**src/rtl/bram_port_b_arbiter.sv**
```systemverilog
// ============================================================================
// Module      : bram_port_b_arbiter
// Description : Round-robin, burst-bounded sharing of BRAM port B between a
//               capture writer (M0) and a readout reader (M1).
// Revision    : 1.0 - initial release
// ============================================================================
`default_nettype none

module bram_port_b_arbiter #(
    parameter int C_MEMSIZE     = 'h4000,
    parameter int C_PORT_AWIDTH = 32,
    parameter int C_PORT_DWIDTH = 32,
    parameter int C_NUM_WE      = 4,
    parameter int C_MAX_BURST   = 4
) (
    input  logic                       BRAM_Clk,
    input  logic                       BRAM_Rst_N,
    input  logic                       M0_Req,
    input  logic [0:C_NUM_WE-1]        M0_WEN,
    input  logic [0:C_PORT_AWIDTH-1]   M0_Addr,
    input  logic [0:C_PORT_DWIDTH-1]   M0_WrData,
    output logic                       M0_Ack,
    output logic [0:C_PORT_DWIDTH-1]   M0_RdData,
    output logic                       M0_RdValid,
    output logic                       M0_AddrErr,
    input  logic                       M1_Req,
    input  logic [0:C_NUM_WE-1]        M1_WEN,
    input  logic [0:C_PORT_AWIDTH-1]   M1_Addr,
    input  logic [0:C_PORT_DWIDTH-1]   M1_WrData,
    output logic                       M1_Ack,
    output logic [0:C_PORT_DWIDTH-1]   M1_RdData,
    output logic                       M1_RdValid,
    output logic                       M1_AddrErr,
    output logic                       BRAM_Clk_B,
    output logic                       BRAM_Rst_B,
    output logic                       BRAM_EN_B,
    output logic [0:C_NUM_WE-1]        BRAM_WEN_B,
    output logic [0:C_PORT_AWIDTH-1]   BRAM_Addr_B,
    output logic [0:C_PORT_DWIDTH-1]   BRAM_Dout_B,
    input  logic [0:C_PORT_DWIDTH-1]   BRAM_Din_B
);

    localparam int CW = $clog2(C_MAX_BURST + 1);
    localparam logic [CW-1:0]              MAX_CNT   = CW'(C_MAX_BURST);
    localparam logic [0:C_PORT_AWIDTH-1]   MEM_LIMIT = C_PORT_AWIDTH'(C_MEMSIZE);

    logic                     owner_q, owner_d;
    logic [CW-1:0]            burst_cnt_q, burst_cnt_d;
    logic                     en_q, en_d;
    logic [0:C_NUM_WE-1]      wen_q, wen_d;
    logic [0:C_PORT_AWIDTH-1] addr_q, addr_d;
    logic [0:C_PORT_DWIDTH-1] dout_q, dout_d;
    logic                     err0_q, err0_d, err1_q, err1_d;
    logic                     t1_valid_q, t1_valid_d, t1_id_q, t1_id_d, t1_oor_q, t1_oor_d;
    logic                     t2_valid_q, t2_valid_d, t2_id_q, t2_id_d, t2_oor_q, t2_oor_d;
    logic                     rdv0_q, rdv0_d, rdv1_q, rdv1_d;
    logic [0:C_PORT_DWIDTH-1] rd0_q, rd0_d, rd1_q, rd1_d;

    logic                     win;
    logic                     req_any;
    logic [0:C_NUM_WE-1]      sel_wen;
    logic [0:C_PORT_AWIDTH-1] sel_addr;
    logic [0:C_PORT_DWIDTH-1] sel_data;
    logic                     sel_oor;

    assign req_any = M0_Req | M1_Req;

    // burst_cnt_q == 0 only after reset: no current owner, so a tie goes to the
    // requester opposite the reset owner (M0).
    always_comb begin
        win = owner_q;
        if (M0_Req && !M1_Req) begin
            win = 1'b0;
        end else if (M1_Req && !M0_Req) begin
            win = 1'b1;
        end else if (M0_Req && M1_Req) begin
            win = (burst_cnt_q != '0 && burst_cnt_q < MAX_CNT) ? owner_q : ~owner_q;
        end
    end

    assign M0_Ack   = M0_Req & ~win;
    assign M1_Ack   = M1_Req &  win;
    assign sel_wen  = win ? M1_WEN    : M0_WEN;
    assign sel_addr = win ? M1_Addr   : M0_Addr;
    assign sel_data = win ? M1_WrData : M0_WrData;
    assign sel_oor  = (sel_addr >= MEM_LIMIT);

    always_comb begin
        owner_d     = owner_q;
        burst_cnt_d = burst_cnt_q;
        en_d        = 1'b0;
        wen_d       = '0;
        addr_d      = addr_q;
        dout_d      = dout_q;
        err0_d      = err0_q;
        err1_d      = err1_q;
        t1_valid_d  = 1'b0;
        t1_id_d     = t1_id_q;
        t1_oor_d    = t1_oor_q;
        t2_valid_d  = t1_valid_q;
        t2_id_d     = t1_id_q;
        t2_oor_d    = t1_oor_q;
        rdv0_d      = t2_valid_q & ~t2_id_q;
        rdv1_d      = t2_valid_q &  t2_id_q;
        rd0_d       = rd0_q;
        rd1_d       = rd1_q;

        if (req_any) begin
            if (win != owner_q) begin
                owner_d     = win;
                burst_cnt_d = CW'(1);
            end else if (burst_cnt_q < MAX_CNT) begin
                burst_cnt_d = burst_cnt_q + CW'(1);
            end
            if (sel_oor) begin
                err0_d = err0_q | ~win;
                err1_d = err1_q |  win;
            end else begin
                en_d   = 1'b1;
                wen_d  = sel_wen;
                addr_d = sel_addr;
                dout_d = sel_data;
            end
            t1_valid_d = ~|sel_wen;
            t1_id_d    = win;
            t1_oor_d   = sel_oor;
        end

        // Read data for a blocked access is forced to zero.
        if (t2_valid_q && !t2_id_q) rd0_d = t2_oor_q ? '0 : BRAM_Din_B;
        if (t2_valid_q &&  t2_id_q) rd1_d = t2_oor_q ? '0 : BRAM_Din_B;
    end

    always_ff @(posedge BRAM_Clk or negedge BRAM_Rst_N) begin
        if (!BRAM_Rst_N) begin
            owner_q     <= 1'b1;
            burst_cnt_q <= '0;
            en_q        <= 1'b0;
            wen_q       <= '0;
            addr_q      <= '0;
            dout_q      <= '0;
            err0_q      <= 1'b0;
            err1_q      <= 1'b0;
            t1_valid_q  <= 1'b0;
            t1_id_q     <= 1'b0;
            t1_oor_q    <= 1'b0;
            t2_valid_q  <= 1'b0;
            t2_id_q     <= 1'b0;
            t2_oor_q    <= 1'b0;
            rdv0_q      <= 1'b0;
            rdv1_q      <= 1'b0;
            rd0_q       <= '0;
            rd1_q       <= '0;
        end else begin
            owner_q     <= owner_d;
            burst_cnt_q <= burst_cnt_d;
            en_q        <= en_d;
            wen_q       <= wen_d;
            addr_q      <= addr_d;
            dout_q      <= dout_d;
            err0_q      <= err0_d;
            err1_q      <= err1_d;
            t1_valid_q  <= t1_valid_d;
            t1_id_q     <= t1_id_d;
            t1_oor_q    <= t1_oor_d;
            t2_valid_q  <= t2_valid_d;
            t2_id_q     <= t2_id_d;
            t2_oor_q    <= t2_oor_d;
            rdv0_q      <= rdv0_d;
            rdv1_q      <= rdv1_d;
            rd0_q       <= rd0_d;
            rd1_q       <= rd1_d;
        end
    end

    assign BRAM_Clk_B  = BRAM_Clk;
    assign BRAM_Rst_B  = 1'b0;
    assign BRAM_EN_B   = en_q;
    assign BRAM_WEN_B  = wen_q;
    assign BRAM_Addr_B = addr_q;
    assign BRAM_Dout_B = dout_q;
    assign M0_RdData   = rd0_q;
    assign M0_RdValid  = rdv0_q;
    assign M0_AddrErr  = err0_q;
    assign M1_RdData   = rd1_q;
    assign M1_RdValid  = rdv1_q;
    assign M1_AddrErr  = err1_q;

endmodule

`default_nettype wire

```
**config.mk**
```make
export PLATFORM = sky130hd
export DESIGN_NAME = bram_port_b_arbiter
export DESIGN_NICKNAME = d
export VERILOG_FILES = /design/src/rtl/bram_port_b_arbiter.sv
export SDC_FILE = /design/constraint.sdc
export NUM_CORES = 1
export LEC_CHECK = 0
export ABC_CLOCK_PERIOD_IN_PS = 2900
export BUFFER_PORTS_ARGS = -buffer_cell sky130_fd_sc_hd__buf_2
export CORE_UTILIZATION = 28
export CTS_CLUSTER_DIAMETER = 50
export DETAILED_ROUTE_END_ITERATION = 12
export PLACE_DENSITY_LB_ADDON = 0.12
export SYNTH_ARGS = -nofsm -noshare
export SYNTH_HDL_FRONTEND = slang
export SYNTH_SLANG_ARGS = --single-unit
```
**constraint.sdc**
```tcl
create_clock -name BRAM_Clk -period 2.9 [get_ports BRAM_Clk]
set_clock_uncertainty 0.05 [all_clocks]
set_input_delay 0.29 -clock BRAM_Clk [delete_from_list [all_inputs] [get_ports BRAM_Clk]]
set_output_delay 0.29 -clock BRAM_Clk [all_outputs]
set_load 0.02 [all_outputs]
```
==> results.json <==
{
  "status": "complete, no violations",
  "hold_viol": 0,
  "ys_top_cells_by_count": "dfrtp_1 (146), o21ai_0 (71), nand2_1 (69)",
  "critPathRequiredTime_ns": 3.32,
  "setup.worst_path.end": "BRAM_Addr_B[31]",
  "syn2layout_area_growth_pct": 66.3,
  "fin_area_mm2": 0.00986,
  "finalPower_mw": 5.56,
  "fmax_mhz": 363,
  "yosysUniqueCellTypes": 34,
  "postLayoutCoreUtil": 0.481,
  "antenna_found_initial": 0,
  "power-per-cell-area_mw_per_mm2": 564,
  "rsz0062_at_grt": "true",
  "r2r_setup_slack_ns": 0.15,
  "drv_slew": 0,
  "fill_cells": 1936,
  "tns_ns": 0,
  "synth_area_mm2": 0.00593,
  "critPathMaxFanout": 23,
  "period_minus_slack_ns": 2.75,
  "r2r_end": "BRAM_Addr_B[31]",
  "worst-setup-path-type": "flop to flop",
  "grt_max_degree": 80,
  "postCtsSetupRepairBufs": 0,
  "first_pass_iters": 4,
  "synth_seq_cells": 147,
  "die-area_mm2": 0.0218,
  "num_antenna_cells": 0,
  "avgSynthCellArea_um2": 10.3,
  "routed_wl_um": 19300,
  "ys_warn_count": 0,
  "finalCritPeriodShare": 0.950,
  "synth-edff-count": 0,
  "setup_violations": 0,
  "synth_most_common_cell": "dfrtp_1",
  "cp-end-kind": "flop",
  "layout-drive-gt1-share": 0.360,
  "initial_core_util": 0.289,
  "port_buffers": 311,
  "globalRouteOverflowTotal": 0,
  "cap_violations": 0,
  "track_usage": 0.186,
  "core_mm2": 0.0205,
  "drtAntennaViolNets": 0,
  "ir_worst_vdd_mv": 0.361,
  "route.vias.total": 5687,
  "synth_ff_type": "dfrtp_1",
  "seq_area_frac_synth": 0.621,
  "wl_per_cell_um": 14.8,
  "finalNetCount": 1196,
  "chipWidth_um": 148,
  "clk_latency_ns": 0.53,
  "vias_per_cell": 4.36,
  "cts_tree": "built",
  "r2r_cells": 9,
  "yosysTopAreaCell": "dfrtp_1",
  "place_area_mm2": 0.00781,
  "routabilityCongestion": 0.794,
  "arrival_ns": 3.18,
  "ioPinCount": 313,
  "syn-num-nets": 747,
  "seq_area_mm2": 0.00368,
  "p_leak_nw": 4.94,
  "hold_class": "primary input to flop",
  "synthTopCellsByArea": "dfrtp_1 (62%), o21ai_0 (6.0%), a22oi_1 (5.8%), nand2_1 (4.4%), nand2b_1 (3.6%)",
  "slew_headroom": 0.477,
  "drc": 0,
  "grt_first_pass_wirelength_um": 30900,
  "worst_slew_pin_slew_ns": 0.785,
  "start_kind": "flop",
  "grt_pass1_vias": 6041,
  "timing.hold.ws_ns": 0.0714,
  "cts.reportedPaths.clkPinSlew_ns": 0.07,
  "rows": 52,
  "drt_iter0_drc": 187,
  "synthArstFlopShare": 1.00,
  "yosysTopAreaCellShare": 0.616,
  "syn_inst": 573,
  "fp.dieH_um": 148,
  "dpl.hpwl_um": 13000,
  "worstSetupStartpoint": "burst_cnt_q[0]",
  "multi_input_area_mm2": 0.00188,
  "timing.rr.start": "burst_cnt_q[0]"
}
critical path, cell delays in order (launching register included):
cell	delay (ns)
dfrtp_1	0.39
inv_1	0.06
ha_1	0.26
or3b_1	0.38
a21oi_2	0.18
nor2b_2	0.08
mux2_4	0.43
buf_4	0.21
o21ai_1	0.10
dlygate4sd3_1	0.55
how the worst min path moves through the flow:
stage	depth (start not counted)	slack [ns]	start	end
6_report	3	0.07	M0_Req	M0_AddrErr
5_1_grt	3	0.08	M0_Req	M0_AddrErr
4_1_cts	5	0.1	M1_Addr[12]	M1_AddrErr
3_5_place_dp	0	0.29	t1_valid_q	t2_valid_q
3_3_place_gp	0	0.28	t1_valid_q	t2_valid_q
2_1_floorplan	0	-0.06	BRAM_Rst_N	BRAM_Addr_B[0]
routing by layer:
metal / vias up / wire [µm] / track usage
met5: - / 0 / 0
met4: 0 / 389 / 0.0768
met3: 27 / 1110 / 0.0528
met2: 227 / 9650 / 0.315
met1: 2624 / 8200 / 0.220
li1: 2809 / - / -
final cells by class:
cell class                      instances  area share
Multi-Input combinational cell        335       0.191
Clock buffer                           22      0.0527
Tap cell                              270      0.0343
Clock inverter                         14      0.0155
Timing Repair Buffer                  462       0.312
Inverter                               55      0.0209
Sequential cell                       147       0.373
through the flow:
step,setup WS [ns],instances
after floorplan,0.827,573
after CTS,0.0184,1305
after global routing,-0.0408,1305
after detailed placement,0.544,1134
after global placement,0.582,1134
final,0.146,1305
flip-flops by register name, indices dropped and copies added, names as in the netlist:
name,cells
BRAM_Addr_B,32
BRAM_Dout_B,32
M0_RdData,32
M1_RdData,32
BRAM_WEN_B,4
burst_cnt_q,3
BRAM_EN_B,1
M0_AddrErr,1
M0_RdValid,1
M1_AddrErr,1
M1_RdValid,1
owner_q,1
t1_id_q,1
t1_oor_q,1
t1_valid_q,1
t2_id_q,1
t2_oor_q,1
t2_valid_q,1
power by group:
part	leakage, nW	total (mW)	switching, mW	internal, mW
logic	2.83	0.857	0.472	0.385
clock network	0.332	2.48	1.04	1.43
registers	1.78	2.23	0.0699	2.16
cell families after synthesis:
family,Yosys count,share of synthesized area
mux,5,0.00929
fa+ha+maj,2,0.00422
buf+inv,91,0.0665
other cells,1,0.000633
flops,147,0.621
simple gates,157,0.130
compound gates,169,0.167
xor+xnor,1,0.00148
layout by cell type, fill, tap and decap left out, types with 3 or more instances in the layout:
master / Yosys / final
o21ai_0: 71 / 71
dlygate4sd3_1: 0 / 136
inv_8: 0 / 4
nand3_1: 3 / 3
buf_4: 2 / 12
buf_12: 0 / 3
dfrtp_1: 146 / 146
o21ai_1: 38 / 38
nand2b_1: 34 / 33
nor2_1: 15 / 15
a22oi_1: 46 / 46
buf_2: 6 / 310
inv_1: 55 / 55
nor3_1: 5 / 3
nor4_1: 9 / 9
mux2i_1: 4 / 4
and2_1: 18 / 18
inv_6: 0 / 7
clkbuf_16: 0 / 20
a21oi_1: 3 / 3
nand2_1: 69 / 68
repair_timing:
| item | CTS | global route |
|---|---|---|
| endpoints found under the setup margin | 0 | 18 |
| hold buffers | 136 | 0 |
| endpoints found under the hold margin | 190 | 0 |
| resized for setup | 0 | 4 |
(Power assumes the default switching activity.)
